$ cat src/rtl/bk_mod_add_pipe.sv
// Two-stage elastic modular adder for the Kyber NTT butterfly: S = (A + B) mod Q.
// Both carry chains (raw add, then the subtract-Q compare) use a Brent-Kung prefix network.
module bk_mod_add_pipe #(
  parameter int Q = 3329,
  parameter int W = 16
) (
  input  logic         clk,
  input  logic         rst,
  input  logic         in_valid,
  output logic         in_ready,
  input  logic [W-1:0] A,
  input  logic [W-1:0] B,
  output logic         out_valid,
  input  logic         out_ready,
  output logic [W-1:0] S,
  output logic         range_err
);

  // Extended width: one bit for the raw carry, one more as sign for the subtract-Q step.
  localparam int XW = W + 2;
  localparam logic [XW-1:0] Q_X = XW'(Q);
  localparam logic [W-1:0]  Q_W = W'(Q);

  // Brent-Kung prefix adder: up-sweep builds group terms at 2^k-1, down-sweep fills the rest.
  function automatic logic [XW-1:0] bk_add(input logic [XW-1:0] a,
                                           input logic [XW-1:0] b,
                                           input logic          cin);
    logic [XW-1:0] g, p, gg, pp, c;
    g  = a & b;
    p  = a ^ b;
    gg = g;
    pp = p;
    gg[0] = g[0] | (p[0] & cin);
    for (int d = 1; d < XW; d = d * 2) begin
      for (int i = 2 * d - 1; i < XW; i = i + 2 * d) begin
        gg[i] = gg[i] | (pp[i] & gg[i-d]);
        pp[i] = pp[i] & pp[i-d];
      end
    end
    for (int d = 1 << $clog2(XW); d >= 1; d = d / 2) begin
      for (int i = 3 * d - 1; i < XW; i = i + 2 * d) begin
        gg[i] = gg[i] | (pp[i] & gg[i-d]);
        pp[i] = pp[i] & pp[i-d];
      end
    end
    c = {gg[XW-2:0], cin};
    return p ^ c;
  endfunction

  // Single conditional subtraction of Q; a negative difference keeps the raw sum.
  function automatic logic [W-1:0] reduce_q(input logic [XW-1:0] s);
    logic signed [XW-1:0] diff;
    diff = signed'(bk_add(s, ~Q_X, 1'b1));
    return (diff < 0) ? s[W-1:0] : diff[W-1:0];
  endfunction

  logic          vld_p1, vld_p2;
  logic          adv1, adv2, accept;
  logic [XW-1:0] sum_p1;
  logic          err_p1;
  logic [W-1:0]  s_p2;

  assign adv2      = ~vld_p2 | out_ready;
  assign adv1      = ~vld_p1 | adv2;
  assign in_ready  = adv1;
  assign accept    = in_valid & adv1 & ~rst;
  assign out_valid = vld_p2;
  assign S         = s_p2;

  always_ff @(posedge clk) begin
    if (rst) begin
      vld_p1    <= 1'b0;
      vld_p2    <= 1'b0;
      range_err <= 1'b0;
    end else begin
      if (adv1) vld_p1 <= in_valid;
      if (adv2) begin
        vld_p2 <= vld_p1;
        if (vld_p1 && err_p1) range_err <= 1'b1;
      end
    end
  end

  // Stage 1: raw sum and operand range flag
  always_ff @(posedge clk) begin
    if (accept) begin
      sum_p1 <= bk_add({2'b00, A}, {2'b00, B}, 1'b0);
      err_p1 <= (A >= Q_W) | (B >= Q_W);
    end
  end

  // Stage 2: reduction into [0, Q); S is cleared by reset so no stale value shows
  always_ff @(posedge clk) begin
    if (rst) begin
      s_p2 <= '0;
    end else if (adv2 && vld_p1) begin
      s_p2 <= reduce_q(sum_p1);
    end
  end

endmodule

$ cat config.mk
export PLATFORM = sky130hd
export DESIGN_NAME = bk_mod_add_pipe
export DESIGN_NICKNAME = d
export VERILOG_FILES = /design/src/rtl/bk_mod_add_pipe.sv
export SDC_FILE = /design/constraint.sdc
export NUM_CORES = 1
export LEC_CHECK = 0
export ABC_CLOCK_PERIOD_IN_PS = 3190
export BUFFER_PORTS_ARGS = -buffer_cell sky130_fd_sc_hd__buf_2
export CAP_MARGIN = 20
export CORE_MARGIN = 3
export CORE_UTILIZATION = 50
export CTS_CLUSTER_SIZE = 10
export DETAILED_ROUTE_END_ITERATION = 10
export PLACE_DENSITY = 0.81
export SYNTH_ARGS = -nofsm -noshare
export SYNTH_HDL_FRONTEND = slang
export SYNTH_SLANG_ARGS = --single-unit
$ cat constraint.sdc
create_clock -name clk -period 3.19 [get_ports clk]
set_clock_uncertainty 0.2 [all_clocks]
set_input_delay 0.1595 -clock clk [delete_from_list [all_inputs] [get_ports clk]]
set_output_delay 0.1595 -clock clk [all_outputs]
set_load 0.02 [all_outputs]
# Word level (Yosys, flattened, before mapping)
# Cells that the tools add are included.
# classes
n_lt_le_gt_ge	3
n_mux	1
n_bitwise	136
n_reduce_logical	3
# op_table
operator	n
$and 1x1->1	75
$or 1x1->1	51
$ge 16x12->1 const B	2
$lt 18x1->1 const B	1
$xor 16x18->18	1
$xor 18x18->18	1
$and 16x16->16	1
$mux 16	1
$xor 16x16->16	1
$not 14->14	1
$not 1->1	3
$logic_and 1x1->1	2
$reduce_and 2->1	1
$and 1x1->1 const A	1
$or 1x1->1 const A	1
# word_totals
ff_bits	38
out_inout_bits	19
word_cells	149

# Longest topological paths before layout
# depth
depth_word	16
mapped_depth	11
depth_no_buf	11

# Least setup slack after synthesis
# OpenSTA, ideal clock, no wires.
# synth_path
path_kind	input -> register
start	input port A[0]
end	register sum_p1[15] (data pin)
arrival_time_ns	1.983
t_required_ns	2.731
path_slack_ns	0.747
cell_stages	9
n_path_buf	0
cell_sequence	ha_1 -> fa_1 -> a21o_1 -> nand4_1 -> a211oi_1 -> nor3_1 -> o21ai_0 -> fa_1 -> xor2_1
# synth_between
elab_chain_cells	14
# synth_rtl
item	line	source
from (decl)	11	input logic [W-1:0] A,
$and 16x16->16	29	g = a & b;
$and 1x1->1	36	gg[i] = gg[i] | (pp[i] & gg[i-d]);
$or 1x1->1	36	
$and 1x1->1	36	
$or 1x1->1	36	
$and 1x1->1	36	
$or 1x1->1	36	
$and 1x1->1	42	gg[i] = gg[i] | (pp[i] & gg[i-d]);
$or 1x1->1	42	
$and 1x1->1	42	
$or 1x1->1	42	
$and 1x1->1	42	
$or 1x1->1	42	
$xor 16x18->18	47	return p ^ c;
to (signal assigned)	87	sum_p1 <= bk_add({2'b00, A}, {2'b00, B}, 1'b0);
to (decl)	59	logic [XW-1:0] sum_p1;
# Every way passes these cells.
# A chain may end at the register's enable or synchronous reset.

# Worst setup path after layout
# layout_path
start	input port B[0]
end	register sum_p1[15] (data pin)
# layout_between
elab_chain_cells	14
# layout_rtl
item	line	source
from (decl)	12	input logic [W-1:0] B,
$and 16x16->16	29	
$and 1x1->1	36	
$or 1x1->1	36	
$and 1x1->1	36	
$or 1x1->1	36	
$and 1x1->1	36	
$or 1x1->1	36	
$and 1x1->1	42	
$or 1x1->1	42	
$and 1x1->1	42	
$or 1x1->1	42	
$and 1x1->1	42	
$or 1x1->1	42	
$xor 16x18->18	47	
# Every way passes these cells.

==> results.cfg <==
[floorplan]
die_y_um = 73.6
rows = 23
start_util = 0.544
die_area_um2 = 5420
io_pins = 55
die_w_um = 73.6
core_um2 = 4200

[synth]
syn_area_um2 = 2280
synthArstFlopShare = 0
yosysWarnings = 0
synthCells = 230
syn_area_per_cell_um2 = 9.93
synth_flop_cell = dfxtp_1
synth.distinct_cells = 39
synth-seq-area-share = 0.403
synth_seq_cells = 37
synth_edf_count = 18
syn-num-nets = 297

[final_layout]
layout-drive-gt1-share = 0.235
diodes = 0
finalNonFillerCells = 339
synthToLayoutAreaGrowth_pct = 19.2
final_util = 0.648
final_cell_mix = buf_2, inv_1, ha_1
final_cell_area_um2 = 2720
layout_commonest_cell = buf_2
nets = 355
fillers = 346

[timing]
worstMarginPinSlew_ps = 744
hold_viol = 0
report.final.slew_viol_count = 0
rsz0062_at_grt = no
setup_tns_ps = 0
setup_viol = 0
min_period_ps = 2980
min_period_over_period = 0.935
clock.fmax_mhz = 335
fin_ws_ps = 209
relSlewSlack = 0.504

[job]
cap_violations = 0

[cts]
post_cts_buffers = 0
clk_pin_slew_ps = 70
clockBufferDepth = 2
cts_sinks = 37
cts_tree = done
post_cts_resize_count = 0
postCtsHoldBufs = 3
cts_max_level = 2
insertion_delay_ps = 290
cts_buffers = 5
root_buffer = clkbuf_8

[detailed_routing]
vias = 1850
drt_iter0_drc = 98
wl_mm = 4.34
drc = 0
vias_per_cell = 5.46
drtAntennaViolNets = 0
dr.pass1.iters = 4
wire_per_inst_um = 12.8

[power]
power_leakage_nw = 1.22
ir_drop_uv = 168
p_per_area_nw_per_um2 = 430

[placed_design]
routabilityCongestion = 0.818
port_buffers = 54
dp_hpwl_mm = 3.42
dp_cells = 328
place_ws_ps = 423
dpl_cell_area_um2 = 2590

[worst_setup_path]
crit_arrival_ps = 2820
startpoint_type = input pin
cp_max_fo = 3
worstPathRequired_ps = 3030
critical_path.endpoint_type = flop
critPathKind = input pin to flop

[global_route]
overflow = 0
use_met2 = 0.273
grt.busiest_layer = met2
grt_use_total = 0.177
antenna_found_initial = 0
grt_start_max_net_pins = 23
grt_pass1_wl_mm = 7.49
grtUsageMet1 = 0.245
met3_usage = 0.0369
grt_pass1_vias = 1685

[run_status]
outcome = finished, final reports clean

[min_path]
hp-class = input pin to flop
==> critical path, stage by stage <==
cell,delay [ps]
dlygate4sd3_1,530
buf_2,130
ha_1,180
fa_1,390
a21o_1,210
nand4_1,100
a211oi_1,70
nor3_1,310
o21ai_0,180
fa_1,400
xor2_1,170
==> state kept, by name, indices dropped and copies added, names as in the netlist <==
register   cells
S             16
out_valid      1
sum_p1        17
range_err      1
vld_p1         1
err_p1         1
==> cell type report <==
class / count / area, um2 / area share
repair buffers: 58 / 308 / 0.113
flip-flops and latches: 37 / 921 / 0.338
clock inverters: 1 / 5.00 / 0.00184
well taps: 50 / 62.6 / 0.0230
inverters: 23 / 86.3 / 0.0317
multi-input cells: 163 / 1240 / 0.457
clock buffers: 7 / 96.3 / 0.0354
==> cells in the mapped netlist (all sizes together) (2+ instances only) <==
library cell | number | area share
nand2 | 16 | 0.026
nor4 | 8 | 0.028
xor2 | 9 | 0.035
a21oi | 20 | 0.045
fa | 8 | 0.070
inv | 23 | 0.038
nand4 | 3 | 0.0082
nand3 | 7 | 0.015
or4 | 2 | 0.0066
dfxtp | 19 | 0.17
xnor2 | 4 | 0.015
o21ai | 11 | 0.024
a211oi | 7 | 0.025
and2 | 2 | 0.0055
a21o | 3 | 0.0099
o211ai | 5 | 0.016
nor3b | 2 | 0.0088
nor2b | 2 | 0.0055
or3 | 2 | 0.0055
nor3 | 4 | 0.0088
nor2 | 14 | 0.023
edfxtp | 18 | 0.24
ha | 23 | 0.13
o21bai | 2 | 0.0066
clkbuf | 6 | 0.0099
==> cells by family (layout without fill, tap and decap cells) <==
kind of cell,Yosys count,after routing,synth area share
flip-flops,37,37,0.403
adder cells (fa/ha/maj),31,31,0.196
AND/OR/NAND/NOR,66,66,0.154
buffers and inverters,30,89,0.0526
XOR/XNOR,13,13,0.0498
AO/OA/AOI/OAI,53,53,0.144
==> path summary, 6_finish.rpt <==
kind	from	to	slack [ps]	cells after the start
max	B[0]	sum_p1[15]	210	11
min	A[0]	sum_p1[0]	20	2
max reg2reg	sum_p1[0]	S[14]	660	10
min reg2reg	S[12]	S[12]	250	2
==> stage by stage <==
stage	hold slack (ps)	power (mW)
floorplan	76.9	0.743
global placement	177	0.817
detailed placement	189	0.831
CTS	11.9	1.18
global route	21.0	1.24
finish	21.7	1.17
==> report_power, final <==
group          switching, mW  internal [mW]  leakage, nW  total [mW]
combinational          0.145          0.109        0.837       0.254
sequential            0.0237          0.545        0.325       0.569
clock                  0.154          0.195       0.0542       0.349
==> layer usage <==
layer | routed length, um | vias to the layer above
li1 | - | 943
met1 | 2040 | 823
met2 | 1910 | 75
met3 | 302 | 9
met4 | 78 | 0
met5 | 0 | -
Power figures use the tool's default switching activity.
